--- config.mk ---
export PLATFORM = sky130hd
export DESIGN_NAME = central_buffer_write_arbiter
export DESIGN_NICKNAME = d
export VERILOG_FILES = /design/src/rtl/central_buffer_write_arbiter.sv
export SDC_FILE = /design/constraint.sdc
export NUM_CORES = 1
export LEC_CHECK = 0
export ABC_AREA = 1
export CAP_MARGIN = 20
export CORE_AREA = 2 2 301 303
export DETAILED_ROUTE_END_ITERATION = 7
export DIE_AREA = 0 0 303 305
export PLACE_DENSITY_LB_ADDON = 0.25
export SLEW_MARGIN = 15
export SYNTH_ARGS = -nofsm -noshare
export SYNTH_HDL_FRONTEND = slang
export SYNTH_SLANG_ARGS = --single-unit
--- constraint.sdc ---
create_clock -name i_clk -period 3.1 [get_ports i_clk]
set_input_delay 0.31 -clock i_clk [delete_from_list [all_inputs] [get_ports i_clk]]
set_output_delay 0.31 -clock i_clk [all_outputs]
set_load 0.01 [all_outputs]
--- src/rtl/central_buffer_write_arbiter.sv ---
// Round-robin, packet-locked arbiter for the shared centralized-buffer write port.
// A grant is held from the head word to the tail word; an idle lock times out after LOCK_TMO cycles.
module central_buffer_write_arbiter #(
  parameter int NUM_REQ  = 4,
  parameter int LOCK_TMO = 255
) (
  input  logic                   i_clk,
  input  logic                   i_rst,
  input  logic [NUM_REQ*134-1:0] iv_wdata,
  input  logic [NUM_REQ*16-1:0]  iv_data_waddr,
  input  logic [NUM_REQ-1:0]     i_data_wr,
  output logic [NUM_REQ-1:0]     o_wdata_ack,
  output logic [133:0]           ov_wdata,
  output logic [15:0]            ov_data_waddr,
  output logic                   o_data_wr,
  input  logic                   i_wdata_ack,
  output logic [2:0]             ov_grant_id,
  output logic                   o_lock,
  output logic                   o_err_pulse
);

  localparam logic [1:0] TYPE_HEAD = 2'b01;
  localparam logic [1:0] TYPE_TAIL = 2'b10;
  localparam int         WPAD      = 8 * 134;
  localparam int         APAD      = 8 * 16;

  typedef enum logic [1:0] {
    IDLE      = 2'b00,
    ISSUE     = 2'b01,
    WAIT_NEXT = 2'b10
  } state_t;

  state_t        state;
  state_t        state_nxt;
  logic [2:0]    rr_ptr;
  logic [2:0]    rr_nxt;
  logic [7:0]    tmo_cnt;
  logic [7:0]    tmo_nxt;
  logic [133:0]  wdata_nxt;
  logic [15:0]   waddr_nxt;
  logic          wr_nxt;
  logic          lock_nxt;
  logic [2:0]    grant_nxt;
  logic [7:0]    ack_pad;
  logic          err_c;

  // Requester inputs are padded to 8 lanes so a 3-bit index always stays in range.
  logic [WPAD-1:0] wdata_pad;
  logic [APAD-1:0] waddr_pad;
  logic [7:0]      wr_pad;
  logic [133:0]    word [8];
  logic [15:0]     addr [8];
  logic [7:0]      head_pad;
  logic [7:0]      drop_pad;
  logic            head_found;
  logic [2:0]      head_sel;
  logic            drop_found;
  logic [2:0]      drop_sel;
  logic [2:0]      scan_idx;

  function automatic logic [2:0] wrap_inc(input logic [2:0] idx);
    if (idx == 3'(NUM_REQ - 1)) begin
      return 3'd0;
    end else begin
      return idx + 3'd1;
    end
  endfunction

  assign wdata_pad = WPAD'(iv_wdata);
  assign waddr_pad = APAD'(iv_data_waddr);
  assign wr_pad    = 8'(i_data_wr);

  // Slice requester lanes and classify head versus non-head requests.
  always_comb begin
    for (int k = 0; k < 8; k++) begin
      word[k]     = wdata_pad[k*134 +: 134];
      addr[k]     = waddr_pad[k*16 +: 16];
      head_pad[k] = wr_pad[k] && (word[k][133:132] == TYPE_HEAD);
      drop_pad[k] = wr_pad[k] && (word[k][133:132] != TYPE_HEAD);
    end
  end

  // Round-robin head search starting at rr_ptr, plus lowest-index drop candidate.
  always_comb begin
    head_found = 1'b0;
    head_sel   = 3'd0;
    drop_found = 1'b0;
    drop_sel   = 3'd0;
    scan_idx   = rr_ptr;
    for (int i = 0; i < NUM_REQ; i++) begin
      if (!head_found && head_pad[scan_idx]) begin
        head_found = 1'b1;
        head_sel   = scan_idx;
      end else begin
        head_found = head_found;
      end
      scan_idx = wrap_inc(scan_idx);
    end
    for (int i = NUM_REQ - 1; i >= 0; i--) begin
      if (drop_pad[i]) begin
        drop_found = 1'b1;
        drop_sel   = 3'(i);
      end else begin
        drop_found = drop_found;
      end
    end
  end

  // Next-state and next-output logic of the lock FSM.
  always_comb begin
    state_nxt = state;
    rr_nxt    = rr_ptr;
    tmo_nxt   = tmo_cnt;
    wdata_nxt = ov_wdata;
    waddr_nxt = ov_data_waddr;
    wr_nxt    = o_data_wr;
    lock_nxt  = o_lock;
    grant_nxt = ov_grant_id;
    ack_pad   = 8'd0;
    err_c     = 1'b0;
    case (state)
      IDLE: begin
        if (head_found) begin
          wdata_nxt = word[head_sel];
          waddr_nxt = addr[head_sel];
          wr_nxt    = 1'b1;
          lock_nxt  = 1'b1;
          grant_nxt = head_sel;
          state_nxt = ISSUE;
        end else if (drop_found) begin
          ack_pad[drop_sel] = 1'b1;
          err_c             = 1'b1;
        end else begin
          state_nxt = IDLE;
        end
      end
      ISSUE: begin
        if (i_wdata_ack && o_data_wr) begin
          ack_pad[ov_grant_id] = 1'b1;
          wr_nxt               = 1'b0;
          if (ov_wdata[133:132] == TYPE_TAIL) begin
            state_nxt = IDLE;
            rr_nxt    = wrap_inc(ov_grant_id);
            lock_nxt  = 1'b0;
          end else begin
            state_nxt = WAIT_NEXT;
            tmo_nxt   = 8'd0;
          end
        end else begin
          state_nxt = ISSUE;
        end
      end
      WAIT_NEXT: begin
        if (wr_pad[ov_grant_id]) begin
          wdata_nxt = word[ov_grant_id];
          waddr_nxt = addr[ov_grant_id];
          wr_nxt    = 1'b1;
          state_nxt = ISSUE;
        end else if (tmo_cnt == 8'(LOCK_TMO)) begin
          err_c     = 1'b1;
          state_nxt = IDLE;
          rr_nxt    = wrap_inc(ov_grant_id);
          lock_nxt  = 1'b0;
          tmo_nxt   = 8'd0;
        end else begin
          tmo_nxt = tmo_cnt + 8'd1;
        end
      end
      default: begin
        state_nxt = IDLE;
        wr_nxt    = 1'b0;
        lock_nxt  = 1'b0;
      end
    endcase
  end

  // Acks and error pulses are suppressed while reset is asserted.
  always_comb begin
    if (i_rst) begin
      o_wdata_ack = '0;
      o_err_pulse = 1'b0;
    end else begin
      o_wdata_ack = ack_pad[NUM_REQ-1:0];
      o_err_pulse = err_c;
    end
  end

  // State, pointer and registered output updates.
  always_ff @(posedge i_clk) begin
    if (i_rst) begin
      state         <= IDLE;
      rr_ptr        <= 3'd0;
      tmo_cnt       <= 8'd0;
      ov_wdata      <= 134'd0;
      ov_data_waddr <= 16'd0;
      o_data_wr     <= 1'b0;
      o_lock        <= 1'b0;
      ov_grant_id   <= 3'd0;
    end else begin
      state         <= state_nxt;
      rr_ptr        <= rr_nxt;
      tmo_cnt       <= tmo_nxt;
      ov_wdata      <= wdata_nxt;
      ov_data_waddr <= waddr_nxt;
      o_data_wr     <= wr_nxt;
      o_lock        <= lock_nxt;
      ov_grant_id   <= grant_nxt;
    end
  end

endmodule
==> results.md <==
* Count leader, synth: nand3_1
* Synth area leader: nand3_1
* First-pass GRT wire length at 162000 um
* CTS Sinks at roughly 170
* Failing checks: design-rule violations
* Min Tclk post-route at 2.94 ns
* Reg clk slew, reported paths at 0.07 ns
* Worst slack, placed at 0.0420 ns
* Vias at around 27000
* Worst hold path depth at 2
* Skew final at 0.0226 ns
* CTS Buf Count at 17
* # Max-Cap Violations at 0
* Status: finished with violations
* Share of the synthesized area in the top cell type at 28.9%
* H-tree depth at 4
* Die X-Extent at 303 um
* DRC viols at 29
* Register bit total from synthesis at 168
* Post-DRT Antenna Nets at 0
* Fill count at approximately 9900
* Max Fclk at between 0.3 and 0.4 GHz
* Die area at 0.0924 mm2
* DRT Pass-1 Iters at 8
* DR WL/cell at 21.2 um
* Layout area overhead at 55.1%
* CTS tree: done
* Fin nets at 4611
* Post-DP HPWL at 76700 um
* IO buf count at 766
* Sequential cell area fraction in the yosys report at 18.3%
* Reg2reg start: rr_ptr[0]$_SDFFE_PP0P_
* Hold Crit Start: o_lock$_SDFFE_PP0P_
* Synth top cells by count: nand3_1 (1063), nand2_1 (506), o21ai_0 (448), inv_1 (327), nor2_1 (322)
* Mapped Cells at 3403
* Post-synthesis net count at 4015
* Post-synthesis cell area at 0.0184 mm2
* Yosys warnings at 0
* Critical Path RT at 2.79 ns
* Clock latency on the worst-skew pair at 0.50 ns
* Layout cells sized above 1 at approximately 5.5%
* Total GRT Usage at 22.8%
* Initial antenna violation count at 24
* Worst endpoint data arrival time at 2.63 ns
* Routed WL at 110000 um
* Worst-path fanout max at 6
* Std-Cell Rows at 110
* IO Pins at 767
* Initial Util at slightly above 20%
* Core Area at ~0.089 mm2
* Worst setup margin at ~0.16 ns
* Post-route clock period utilization at a little over nine tenths
* Worst Path Class, Setup: flip-flop to output pin
* Avg Vias per Cell at 5.16
* Final Hold Fails at 0
* Library cells used by synthesis at 38
* Vias in the first global route at approximately 25000
* Synth area leaders: nand3_1 (29%), dfxtp_1 (18%), o21ai_0 (12%)
* Clock Root Buffer: clkbuf_16
* Avg Synthesized Cell Area at 5.41 um2
* Total grt overflow at 0
* Final weighted congestion in routability-driven placement at about 0.9
* Largest net degree at the start of global routing at 151
* Crit. End Element: output pin
* Asr flop ratio synth at 0%
* Measured slew at the worst slew-check pin at 1.10 ns
* # setup viols final at 0
* Post-CTS Hold Buffers at 0
* Iter 0 DRT Violations at 2966
* Setup crit start kind: flip-flop
* Main synth FF type: dfxtp_1
* Worst Hold Class: flip-flop to flip-flop
* Die height at 305 um
* Final Max Tran Viols at 0
* Post-synth EDFFs at 0
* CP startpoint: rr_ptr[0]$_SDFFE_PP0P_
* Worst reg2reg path depth at 18
* Clock Tree Buf Depth at 2
* Slew HR at a little over a quarter
==> state kept, by name (all words and copies together) (netlist names) <==
signal and count:
ov_wdata 134, ov_data_waddr 16, tmo_cnt 8, ov_grant_id 3, rr_ptr 3, state 2
o_data_wr 1, o_lock 1
==> path summary, 6_finish.rpt <==
kind / end / slack [ns]
worst min register to register: o_lock$_SDFFE_PP0P_ / 0.48
worst max register to register: ov_wdata[109]$_SDFFE_PP0P_ / 0.29
worst min-delay path: o_lock$_SDFFE_PP0P_ / 0.48
worst max-delay path: o_wdata_ack[1] / 0.16
==> layout make-up <==
| type | instances | area (um2) | area share (%) |
|---|---|---|---|
| Antenna cell | 25 | 62.6 | 0.219 |
| Timing Repair Buffer | 903 | 9390 | 32.9 |
| Clock inverter | 11 | 171 | 0.600 |
| Inverter | 338 | 1290 | 4.53 |
| Sequential cell | 168 | 3370 | 11.8 |
| Tap cell | 1176 | 1470 | 5.15 |
| Clock buffer | 20 | 447 | 1.56 |
| Multi-Input combinational cell | 2571 | 12400 | 43.3 |
==> stage by stage <==
step                instances  hold WS, ns  area (um2)  setup TNS, ns  util (%)
floorplan                3403        0.387       18400              0         -
global placement         5147        0.476       27800              0      31.1
detailed placement       5147        0.468       27800              0      31.1
CTS                      5179        0.480       28400              0      31.8
global route             5212        0.526       28600        -0.0129      32.0
finish                   5212        0.477       28600              0      32.0
==> cell families (layout without fill, tap and decap cells) <==
logic type / Yosys count / after routing / share of synthesized area (%)
AO/OA/AOI/OAI: 639 / 639 / 18.6
AND/OR/NAND/NOR: 1927 / 1927 / 47.4
flip-flops: 168 / 168 / 18.3
buffers and inverters: 664 / 1272 / 15.4
adder cells (fa/ha/maj): 5 / 5 / 0.340
other: 0 / 25 / 0
==> layer usage <==
| metal | global-route usage, % | wire length [um] |
|---|---|---|
| met1 | 29.9 | 46000 |
| met2 | 37.1 | 52300 |
| met3 | 4.41 | 9260 |
| met4 | 7.62 | 2980 |
| met5 | 0 | 0 |
==> worst max-delay path, cell delays in order, from the launching register on <==
cell,delay [ns]
dfxtp_4,0.38
inv_2,0.05
ha_4,0.30
inv_4,0.06
nand3_2,0.07
nand2_2,0.07
a21oi_2,0.15
nor2_4,0.08
nor2_8,0.11
o21ai_2,0.08
nor2_1,0.11
buf_4,0.15
nand4_1,0.09
a21oi_1,0.15
dlygate4sd2_1,0.29
==> cells in the final DEF, fill, tap and decap left out, types with 6 or more instances in the layout <==
| master | instances |
|---|---|
| clkbuf_16 | 17 |
| diode_2 | 25 |
| o21ai_1 | 10 |
| nand4_1 | 7 |
| clkdlybuf4s50_1 | 761 |
| nand2_2 | 6 |
| nand3_1 | 1059 |
| nand2_1 | 499 |
| buf_4 | 80 |
| buf_12 | 57 |
| a21oi_1 | 17 |
| o22ai_1 | 150 |
| o21ai_0 | 448 |
| dfxtp_1 | 165 |
| nor2_1 | 319 |
| nor2_4 | 6 |
| inv_2 | 6 |
| inv_1 | 327 |
| nor3_1 | 7 |
==> timing repair <==
item / in CTS / in global routing
pin swaps: 1 / 6
buffers inserted: 1 / 8
endpoints found under the setup margin: 5 / 5
gates resized for setup: 15 / 18
Power is not shown: default switching activity piles up to over one toggle a cycle in this logic, so the estimate is an artifact.
